===== src/rtl/sprite_pkg.sv =====
// rtl/sprite_pkg.sv - shared sizes, screen limits, sprite ids and scheduler states
package sprite_pkg;

    localparam int NUM_SPRITES = 3;
    localparam int X_W         = 10;
    localparam int Y_W         = 9;
    localparam int ID_W        = 2;

    // Legal on-screen window, inside the border
    localparam logic [X_W-1:0] X_MIN = 10'd11;
    localparam logic [X_W-1:0] X_MAX = 10'd619;
    localparam logic [Y_W-1:0] Y_MIN = 9'd11;
    localparam logic [Y_W-1:0] Y_MAX = 9'd459;

    localparam logic [ID_W-1:0] SPR_PLAYER = 2'd0;
    localparam logic [ID_W-1:0] SPR_ENEMY  = 2'd1;
    localparam logic [ID_W-1:0] SPR_BULLET = 2'd2;

    typedef enum logic [1:0] {
        ST_ACCEPT = 2'd0,
        ST_COMMIT = 2'd1,
        ST_DONE   = 2'd2
    } state_t;

endpackage


===== src/rtl/sprite_update_scheduler_if.sv =====
// rtl/sprite_update_scheduler_if.sv - position write request ports for the two requesters
interface sprite_update_scheduler_if;
    import sprite_pkg::*;

    logic            req0_valid;
    logic [ID_W-1:0] req0_id;
    logic [X_W-1:0]  req0_x;
    logic [Y_W-1:0]  req0_y;
    logic            req0_ready;

    logic            req1_valid;
    logic [ID_W-1:0] req1_id;
    logic [X_W-1:0]  req1_x;
    logic [Y_W-1:0]  req1_y;
    logic            req1_ready;

    // Requester side: processor on port 0, motion engine on port 1
    modport master (
        output req0_valid, req0_id, req0_x, req0_y,
        output req1_valid, req1_id, req1_x, req1_y,
        input  req0_ready, req1_ready
    );

    // Scheduler side
    modport slave (
        input  req0_valid, req0_id, req0_x, req0_y,
        input  req1_valid, req1_id, req1_x, req1_y,
        output req0_ready, req1_ready
    );

endinterface


===== src/rtl/sprite_update_scheduler_rr_arbiter2.sv =====
// rtl/sprite_update_scheduler_rr_arbiter2.sv - two-way round-robin arbiter with last-grant memory
module rr_arbiter2 (
    input  logic       i_clk,
    input  logic       i_rst,
    input  logic       i_en,
    input  logic [1:0] i_valid,
    output logic [1:0] o_grant
);

    // Port that won the most recent grant; reset to 1 so port 0 wins the first contest
    logic r_last;

    // Lone requester wins outright; a contest goes to the port not granted last
    always_comb begin
        o_grant = 2'b00;
        if (i_en) begin
            case (i_valid)
                2'b01:   o_grant = 2'b01;
                2'b10:   o_grant = 2'b10;
                2'b11:   o_grant = r_last ? 2'b01 : 2'b10;
                default: o_grant = 2'b00;
            endcase
        end
    end

    // Remember the winner of every grant
    always_ff @(posedge i_clk) begin
        if (i_rst) begin
            r_last <= 1'b1;
        end else if (o_grant[0]) begin
            r_last <= 1'b0;
        end else if (o_grant[1]) begin
            r_last <= 1'b1;
        end
    end

endmodule


===== src/rtl/sprite_update_scheduler.sv =====
// rtl/sprite_update_scheduler.sv - shadowed sprite positions committed to active at frame start
module sprite_update_scheduler
    import sprite_pkg::*;
(
    input  logic                         master_clk,
    input  logic                         reset,
    input  logic                         frame_start,
    sprite_update_scheduler_if.slave     bus,
    output logic [NUM_SPRITES*X_W-1:0]   active_x,
    output logic [NUM_SPRITES*Y_W-1:0]   active_y,
    output logic                         commit_done,
    output logic                         err_bad_id,
    output logic                         err_missed_frame
);

    state_t          r_state;
    state_t          w_state_next;
    logic [ID_W-1:0] r_idx;
    logic [ID_W-1:0] w_idx_next;

    logic [X_W-1:0]  r_shadow_x [NUM_SPRITES];
    logic [Y_W-1:0]  r_shadow_y [NUM_SPRITES];
    logic [X_W-1:0]  r_active_x [NUM_SPRITES];
    logic [Y_W-1:0]  r_active_y [NUM_SPRITES];
    logic [NUM_SPRITES-1:0] r_dirty;
    logic            r_err_bad_id;
    logic            r_err_missed;

    logic            w_accept;
    logic [1:0]      w_grant;
    logic            w_wr_en;
    logic [ID_W-1:0] w_wr_id;
    logic [X_W-1:0]  w_wr_x;
    logic [Y_W-1:0]  w_wr_y;
    logic [X_W-1:0]  w_clamp_x;
    logic [Y_W-1:0]  w_clamp_y;
    logic            w_id_ok;

    assign w_accept = (r_state == ST_ACCEPT);

    rr_arbiter2 u_arb (
        .i_clk   (master_clk),
        .i_rst   (reset),
        .i_en    (w_accept),
        .i_valid ({bus.req1_valid, bus.req0_valid}),
        .o_grant (w_grant)
    );

    // A grant is only ever given to a valid port, so a grant is a transfer
    assign bus.req0_ready = w_grant[0];
    assign bus.req1_ready = w_grant[1];

    assign w_wr_en = |w_grant;
    assign w_wr_id = w_grant[1] ? bus.req1_id : bus.req0_id;
    assign w_wr_x  = w_grant[1] ? bus.req1_x  : bus.req0_x;
    assign w_wr_y  = w_grant[1] ? bus.req1_y  : bus.req0_y;
    assign w_id_ok = (w_wr_id < ID_W'(NUM_SPRITES));

    // Pull the requested position back inside the visible window
    always_comb begin
        w_clamp_x = w_wr_x;
        w_clamp_y = w_wr_y;
        if (w_wr_x < X_MIN) begin
            w_clamp_x = X_MIN;
        end else if (w_wr_x > X_MAX) begin
            w_clamp_x = X_MAX;
        end
        if (w_wr_y < Y_MIN) begin
            w_clamp_y = Y_MIN;
        end else if (w_wr_y > Y_MAX) begin
            w_clamp_y = Y_MAX;
        end
    end

    // State and commit index register
    always_ff @(posedge master_clk) begin
        if (reset) begin
            r_state <= ST_ACCEPT;
            r_idx   <= '0;
        end else begin
            r_state <= w_state_next;
            r_idx   <= w_idx_next;
        end
    end

    // Next state: accept writes until frame start, walk sprites one per cycle, then flag done
    always_comb begin
        w_state_next = r_state;
        w_idx_next   = r_idx;
        case (r_state)
            ST_ACCEPT: begin
                if (frame_start) begin
                    w_state_next = ST_COMMIT;
                    w_idx_next   = '0;
                end
            end
            ST_COMMIT: begin
                if (r_idx == ID_W'(NUM_SPRITES - 1)) begin
                    w_state_next = ST_DONE;
                end else begin
                    w_idx_next = r_idx + 1'b1;
                end
            end
            ST_DONE: begin
                w_state_next = ST_ACCEPT;
            end
            default: begin
                w_state_next = ST_ACCEPT;
            end
        endcase
    end

    // Shadow writes in ACCEPT and shadow-to-active copies in COMMIT never overlap in time
    always_ff @(posedge master_clk) begin
        if (reset) begin
            for (int i = 0; i < NUM_SPRITES; i++) begin
                r_shadow_x[i] <= X_MIN;
                r_shadow_y[i] <= Y_MIN;
                r_active_x[i] <= X_MIN;
                r_active_y[i] <= Y_MIN;
            end
            r_dirty <= '0;
        end else begin
            for (int i = 0; i < NUM_SPRITES; i++) begin
                if (w_wr_en && w_id_ok && (w_wr_id == ID_W'(i))) begin
                    r_shadow_x[i] <= w_clamp_x;
                    r_shadow_y[i] <= w_clamp_y;
                    r_dirty[i]    <= 1'b1;
                end
                if ((r_state == ST_COMMIT) && (r_idx == ID_W'(i)) && r_dirty[i]) begin
                    r_active_x[i] <= r_shadow_x[i];
                    r_active_y[i] <= r_shadow_y[i];
                    r_dirty[i]    <= 1'b0;
                end
            end
        end
    end

    // Sticky error flags
    always_ff @(posedge master_clk) begin
        if (reset) begin
            r_err_bad_id <= 1'b0;
            r_err_missed <= 1'b0;
        end else begin
            if (w_wr_en && !w_id_ok) begin
                r_err_bad_id <= 1'b1;
            end
            if (frame_start && !w_accept) begin
                r_err_missed <= 1'b1;
            end
        end
    end

    genvar g;
    generate
        for (g = 0; g < NUM_SPRITES; g++) begin : g_pack
            assign active_x[g*X_W +: X_W] = r_active_x[g];
            assign active_y[g*Y_W +: Y_W] = r_active_y[g];
        end
    endgenerate

    assign commit_done      = (r_state == ST_DONE);
    assign err_bad_id       = r_err_bad_id;
    assign err_missed_frame = r_err_missed;

endmodule

===== src/flat_wrapper.sv =====
// flat-port wrapper written by rule: the top's interface ports become plain ports
module sprite_update_scheduler_flat import sprite_pkg::*;
  (master_clk, reset, frame_start, active_x, active_y, commit_done, err_bad_id, err_missed_frame, bus_req0_valid, bus_req0_id, bus_req0_x, bus_req0_y, bus_req1_valid, bus_req1_id, bus_req1_x, bus_req1_y, bus_req0_ready, bus_req1_ready);
  sprite_update_scheduler_if bus_i ();
  input  logic master_clk;
  input  logic reset;
  input  logic frame_start;
  output logic [NUM_SPRITES*X_W-1:0] active_x;
  output logic [NUM_SPRITES*Y_W-1:0] active_y;
  output logic commit_done;
  output logic err_bad_id;
  output logic err_missed_frame;
  input wire logic [$bits(bus_i.req0_valid)-1:0] bus_req0_valid;
  input wire logic [$bits(bus_i.req0_id)-1:0] bus_req0_id;
  input wire logic [$bits(bus_i.req0_x)-1:0] bus_req0_x;
  input wire logic [$bits(bus_i.req0_y)-1:0] bus_req0_y;
  input wire logic [$bits(bus_i.req1_valid)-1:0] bus_req1_valid;
  input wire logic [$bits(bus_i.req1_id)-1:0] bus_req1_id;
  input wire logic [$bits(bus_i.req1_x)-1:0] bus_req1_x;
  input wire logic [$bits(bus_i.req1_y)-1:0] bus_req1_y;
  output wire logic [$bits(bus_i.req0_ready)-1:0] bus_req0_ready;
  output wire logic [$bits(bus_i.req1_ready)-1:0] bus_req1_ready;
  assign bus_i.req0_valid = bus_req0_valid;
  assign bus_i.req0_id = bus_req0_id;
  assign bus_i.req0_x = bus_req0_x;
  assign bus_i.req0_y = bus_req0_y;
  assign bus_i.req1_valid = bus_req1_valid;
  assign bus_i.req1_id = bus_req1_id;
  assign bus_i.req1_x = bus_req1_x;
  assign bus_i.req1_y = bus_req1_y;
  assign bus_req0_ready = bus_i.req0_ready;
  assign bus_req1_ready = bus_i.req1_ready;
  sprite_update_scheduler u_core (.master_clk(master_clk), .reset(reset), .frame_start(frame_start), .bus(bus_i), .active_x(active_x), .active_y(active_y), .commit_done(commit_done), .err_bad_id(err_bad_id), .err_missed_frame(err_missed_frame));
endmodule

===== config.mk =====
export PLATFORM = sky130hd
export DESIGN_NAME = sprite_update_scheduler_flat
export DESIGN_NICKNAME = d
export VERILOG_FILES = /design/src/rtl/sprite_pkg.sv /design/src/rtl/sprite_update_scheduler_if.sv /design/src/rtl/sprite_update_scheduler_rr_arbiter2.sv /design/src/rtl/sprite_update_scheduler.sv /design/src/flat_wrapper.sv
export SDC_FILE = /design/constraint.sdc
export NUM_CORES = 1
export LEC_CHECK = 0
export CAP_MARGIN = 20
export CELL_PAD_IN_SITES_DETAIL_PLACEMENT = 1
export CELL_PAD_IN_SITES_GLOBAL_PLACEMENT = 2
export CORE_MARGIN = 5
export CORE_UTILIZATION = 31
export DETAILED_ROUTE_END_ITERATION = 7
export HOLD_SLACK_MARGIN = 0.08
export PLACE_DENSITY = 0.73
export SLEW_MARGIN = 5
export SYNTH_ARGS = -nofsm -noshare
export SYNTH_HDL_FRONTEND = slang
export SYNTH_SLANG_ARGS = --single-unit

===== constraint.sdc =====
create_clock -name master_clk -period 2.3 [get_ports master_clk]
set_input_delay 0.46 -clock master_clk [delete_from_list [all_inputs] [get_ports master_clk]]
set_output_delay 0.46 -clock master_clk [all_outputs]
set_load 0.01 [all_outputs]

# [Word-level counts from Yosys, hierarchy flattened]
# Memory sizes are Yosys's and may differ from the RTL's.
# Index checks and enable logic that the tools add are counted.
[classes] bitwise_logic=12 addsub=1 n_eq_ne=12 n_lt_le_gt_ge=5 mux=50 n_reduce_logical=25
[op_table] operator="10-bit 2-to-1 mux" n=9
[op_table] operator="9-bit 2-to-1 mux" n=9
[op_table] operator="1-bit 2-to-1 mux" n=22
[op_table] operator="2-bit 2-to-1 mux" n=7
[op_table] operator="1-bit logical AND" n=12
[op_table] operator="1-bit bitwise OR" n=12
[op_table] operator="2-bit == test (second input constant)" n=5
[op_table] operator="10-bit greater-than comparator (second input constant)" n=1
[op_table] operator="10-bit by 4-bit < comparator with 1-bit output (second input constant)" n=1
[op_table] operator="9-bit greater-than comparator (second input constant)" n=1
[op_table] operator="9-bit by 4-bit < comparator with 1-bit output (second input constant)" n=1
[op_table] operator="2-bit by 1-bit == test with 1-bit output (second input constant)" n=4
[op_table] operator="2-bit case mux with 2 select lines" n=2
[op_table] operator="2-bit OR reduction" n=4
[op_table] operator="2-bit zero test" n=3
[op_table] operator="2-bit != test (second input constant)" n=3
[op_table] operator="2-bit case mux with 3 select lines" n=1
[op_table] operator="2-bit nonzero test" n=2
[op_table] operator="3-bit AND reduction" n=1
[op_table] operator="2-bit by 1-bit adder with 2-bit output (second input constant)" n=1
[op_table] operator="1-bit zero test" n=2
[op_table] operator="2-bit < comparator (second input constant)" n=1
[op_table] operator="2-bit AND reduction" n=1
[word_totals] mem_bits_rw=114 mem_count=4 regBits=10 inputBits=47
[mem_list] memory="u_core.r_active_x" depth=3 word_bits=10 read_ports=3 rd_ports_with_merged_regs=0 wr=3 line="sprite_update_scheduler.sv:23" text="logic [X_W-1:0] r_active_x [NUM_SPRITES];"
[mem_list] memory="u_core.r_shadow_x" depth=3 word_bits=10 read_ports=3 rd_ports_with_merged_regs=0 wr=3 line="sprite_update_scheduler.sv:21" text="logic [X_W-1:0] r_shadow_x [NUM_SPRITES];"
[mem_list] memory="u_core.r_active_y" depth=3 word_bits=9 read_ports=3 rd_ports_with_merged_regs=0 wr=3 line="sprite_update_scheduler.sv:24" text="logic [Y_W-1:0] r_active_y [NUM_SPRITES];"
[mem_list] memory="u_core.r_shadow_y" depth=3 word_bits=9 read_ports=3 rd_ports_with_merged_regs=0 wr=3 line="sprite_update_scheduler.sv:22" text="logic [Y_W-1:0] r_shadow_y [NUM_SPRITES];"

# [Depth between registers and ports, before layout]
[logic_depth] word_depth=11 depth_mapped=7 ltp_nobuf=6

# [Hierarchy]
# From an unflattened synthesis, not the netlist that was laid out.
[unflattened] cells_unflattened=328 area_unflattened_um2=5011.1
[by_module_without_submodules] mod="sprite_update_scheduler" instances=1 seq_area_each_um2=3603.5 area_per_inst_um2=4952.2 cells_each=320
[by_module_without_submodules] mod="rr_arbiter2" instances=1 seq_area_each_um2=20.0 area_per_inst_um2=58.8 cells_each=8

# [Least setup slack after synthesis]
# OpenSTA, ideal clock, no wires.
[synth_path] path_type="input port to flip-flop" start="input bus_req1_valid" end="memory u_core.r_shadow_x[2][0], in the netlist u_core.r_shadow_x[0][20], enable pin" arrival_time_ps=1907 path_slack_ps=15 cell_stages=5 path_buffers=1 t_required_ps=1922 path_cell_list="or3b_2 -> buf_2 -> nor4b_1 -> o21ai_0 -> nand2b_1"
[synth_rtl] item="start: declaration" line="flat_wrapper.sv:17" text="input wire logic [$bits(bus_i.req1_valid)-1:0] bus_req1_valid;"
[synth_rtl] item="end: declaration" line="sprite_update_scheduler.sv:21"

==> metrics.md <==
| Metric | Value |
|---|---|
| #FFs+latches synth | `approximately 120` |
| Post-route setup TNS | `0 ns` |
| Number of diodes | `0` |
| Critical path required time | `2.47 ns` |
| CTS tree | `built` |
| Post-Syn Area | `5020 sq um` |
| Placed cells | `723` |
| CP Max Fanout | `7` |
| Largest net degree at the start of global routing | `58` |
| Count leader, synth | `edfxtp_1` |
| Slew margin rel. | `56.0%` |
| Synth area leaders | `edfxtp_1, and2_1, dfxtp_1, nand2b_1, nand2_1` |
| Input/output buffers | `108` |
| Post-synth EDFFs | `114` |
| Unrepaired setup endpoints after global routing | `false` |
| Worst EP arrival | `approximately 2.3 ns` |
| Setup-failing EPs final | `0` |
| DRC violations left | `0` |
| Fraction of layout cells with a size suffix above 1 | `between 10% and 20%` |
| Fmax | `466 MHz` |
| Starting density of the core | `31.6%` |
| Skew-Pair Late Insertion Delay | `0.41 ns` |
| Outcome | `complete, no violations` |
| CP endpoint kind | `register` |
| Post-synth ARST share | `0%` |
| Syn-to-layout area delta | `48.1%` |
| Sink Count | `between 100 and 150` |
| Final worst path period need | `2.15 ns` |
| Vias in the first global route | `approximately 3800` |
| Tot Pwr | `roughly 5.6 mW` |
| Min Hold Slack | `0.450 ns` |
| # fillers | `1660` |
| HP Class | `reg2reg` |
| Starting DRC count in detailed routing | `~170` |
| Die span in x | `137 microns` |
| Die height | `137 microns` |
| Fin. Hold Viols | `0` |
| RePlAce Congestion | `0.836` |
| Synth Instances | `roughly 350` |
| Final WL | `about 13000 microns` |
| Tcrit/Tclk final | `between 90 and 100%` |
| Via-per-instance ratio | `4.64` |
| Die area | `18900 sq um` |
| Ys flop type | `edfxtp_1` |
| # Post-CTS Setup Buffers | `0` |
| First-pass GRT wire length | `20800 microns` |
| Worst IR drop on VDD | `578 uV` |
| Share of the synthesized area in the top cell type | `68.1%` |
| Gr ovfl total | `0` |
| Clock tree buffer depth | `2` |
| Pins over their slew limit | `0` |
| # IOs | `109` |
| Pre-CTS WS | `-0.693 ns` |
| ANT nets after route | `0` |
| Detailed placer's ending HPWL | `slightly above 10000 microns` |
| Non-filler cells, final | `roughly 760` |
| Clk_skew | `0.00690 ns` |
| Syn Area/Cell | `14.3 sq um` |
| Num rows | `46` |
| Synth area leader | `edfxtp_1` |
| Pleak | `2.64 nW` |
| Max-cap viol count | `0` |
| # nets final | `576` |
| Drt pass-1 iters | `4` |
| Routed vias | `roughly 3500` |
| Critical path class | `in2reg` |
| Most frequent cells after synthesis | `edfxtp_1, and2_1, nand2_1` |
| DR WL/cell | `17.7 microns` |
| Final worst slack | `roughly 0.15 ns` |
| Register area share after synthesis | `between 70 and 80%` |
| Clock-pin slew on the worst setup and hold paths | `0.05 ns` |
| CTS buffer count | `17` |
| Root buffer cell | `clkbuf_16` |
| Startpoint types | `input pin` |
| Distinct cell type count after synthesis | `45` |
| PwrDens | `752 nW/um^2` |
| Initial antenna violation count | `0` |
| H-tree lvl count | `4` |
| Core Box Area | `15900 sq um` |
| Least-Margin Pin Slew | `roughly 0.65 ns` |
| Global Route Usage Sum | `14.9%` |
| Synth warnings | `0` |
| Syn Nets | `between 400 and 500` |
## cell usage in the layout, fill, tap and decap left out, types with 3 or more instances in the layout
cell type / instances
clkinv_1: 3
edfxtp_1: 114
clkdlybuf4s50_1: 105
nand3_1: 3
o211ai_1: 3
o21ai_0: 10
clkinvlp_4: 5
buf_12: 6
nand2_1: 27
mux2i_1: 6
a21oi_1: 15
dfxtp_1: 10
a211o_1: 4
and2_1: 40
nand2b_1: 24
clkinv_2: 3
o21bai_2: 3
nand4_1: 4
o21a_1: 3
inv_1: 11
a211oi_1: 3
ha_1: 3
nor3_1: 14
nor2_1: 6
clkbuf_16: 17
buf_4: 54
## cells by family after synthesis
logic type                 Yosys count  share of synthesized area [%]
and+or+nand+nor                    136                           15.5
DFF                                124                           72.1
AOI/OAI and AO/OA                   57                           7.82
buffers and inverters               25                           2.37
muxes                                7                           1.42
adders and majority gates            3                          0.747
## metrics by stage
stage               utilization (%)  area [sq um]
floorplan                         -          5020
global placement               43.2          6860
detailed placement             43.2          6860
CTS                            46.7          7410
global route                   46.9          7440
finish                         46.9          7440
## timing repair
| item | in CTS | in global routing |
|---|---|---|
| pin swaps | 0 | 1 |
| resized for setup | 7 | 5 |
| setup endpoints to repair | 57 | 44 |
| gates cloned | 0 | 0 |
| hold buffers | 0 | 0 |
## power breakdown
part / internal [mW] / switching (mW)
Clock: 1.46 / 0.922
Combinational: 0.298 / 0.294
Sequential: 2.59 / 0.0352
Total: 4.35 / 1.25
## area by class of cell
cell class / instances / area [sq um] / share of cell area (%)
sequential: 124 / 3620 / 48.7
timing repair buffer: 169 / 1620 / 21.8
multi-input combinational: 203 / 1350 / 18.2
clock buffer: 19 / 433 / 5.82
tap: 216 / 270 / 3.63
clock inverter: 13 / 103 / 1.38
inverter: 11 / 41.3 / 0.555
## critical path, cell delays in order
cell             delay (ns)
clkdlybuf4s50_1        0.51
buf_4                  0.13
o21ai_0                0.14
buf_4                  0.19
or4_4                  0.49
nor3_1                 0.40
## per-layer routing
metal  up-vias  global-route usage [%]  share of wire, %
li1       1661                       -                 -
met1      1703                    17.6                42
met2       115                    25.6                50
met3        24                    3.58               5.0
met4         0                    7.10               2.8
met5         -                       0                 0
## final timing paths
kind | startpoint | endpoint | slack, ns | cells past startpoint
max reg2reg | u_core.r_state[0] | u_core.r_shadow_x[0][4] | 0.18 | 6
min | u_core.r_dirty[1] | u_core.r_dirty[1] | 0.45 | 2
max | bus_req0_valid | u_core.r_shadow_x[0][4] | 0.15 | 6
min reg2reg | u_core.r_dirty[1] | u_core.r_dirty[1] | 0.45 | 2
## state kept, by name, indices dropped and copies added (netlist names)
register,count
u_core.u_arb.r_last,1
u_core.r_dirty,3
u_core.r_shadow_y,27
u_core.r_active_x,30
u_core.r_shadow_x,30
u_core.r_active_y,27
u_core.r_state,2
u_core.r_idx,2
u_core.err_bad_id,1
u_core.err_missed_frame,1
No activity file was read; power rests on OpenSTA's default activity.
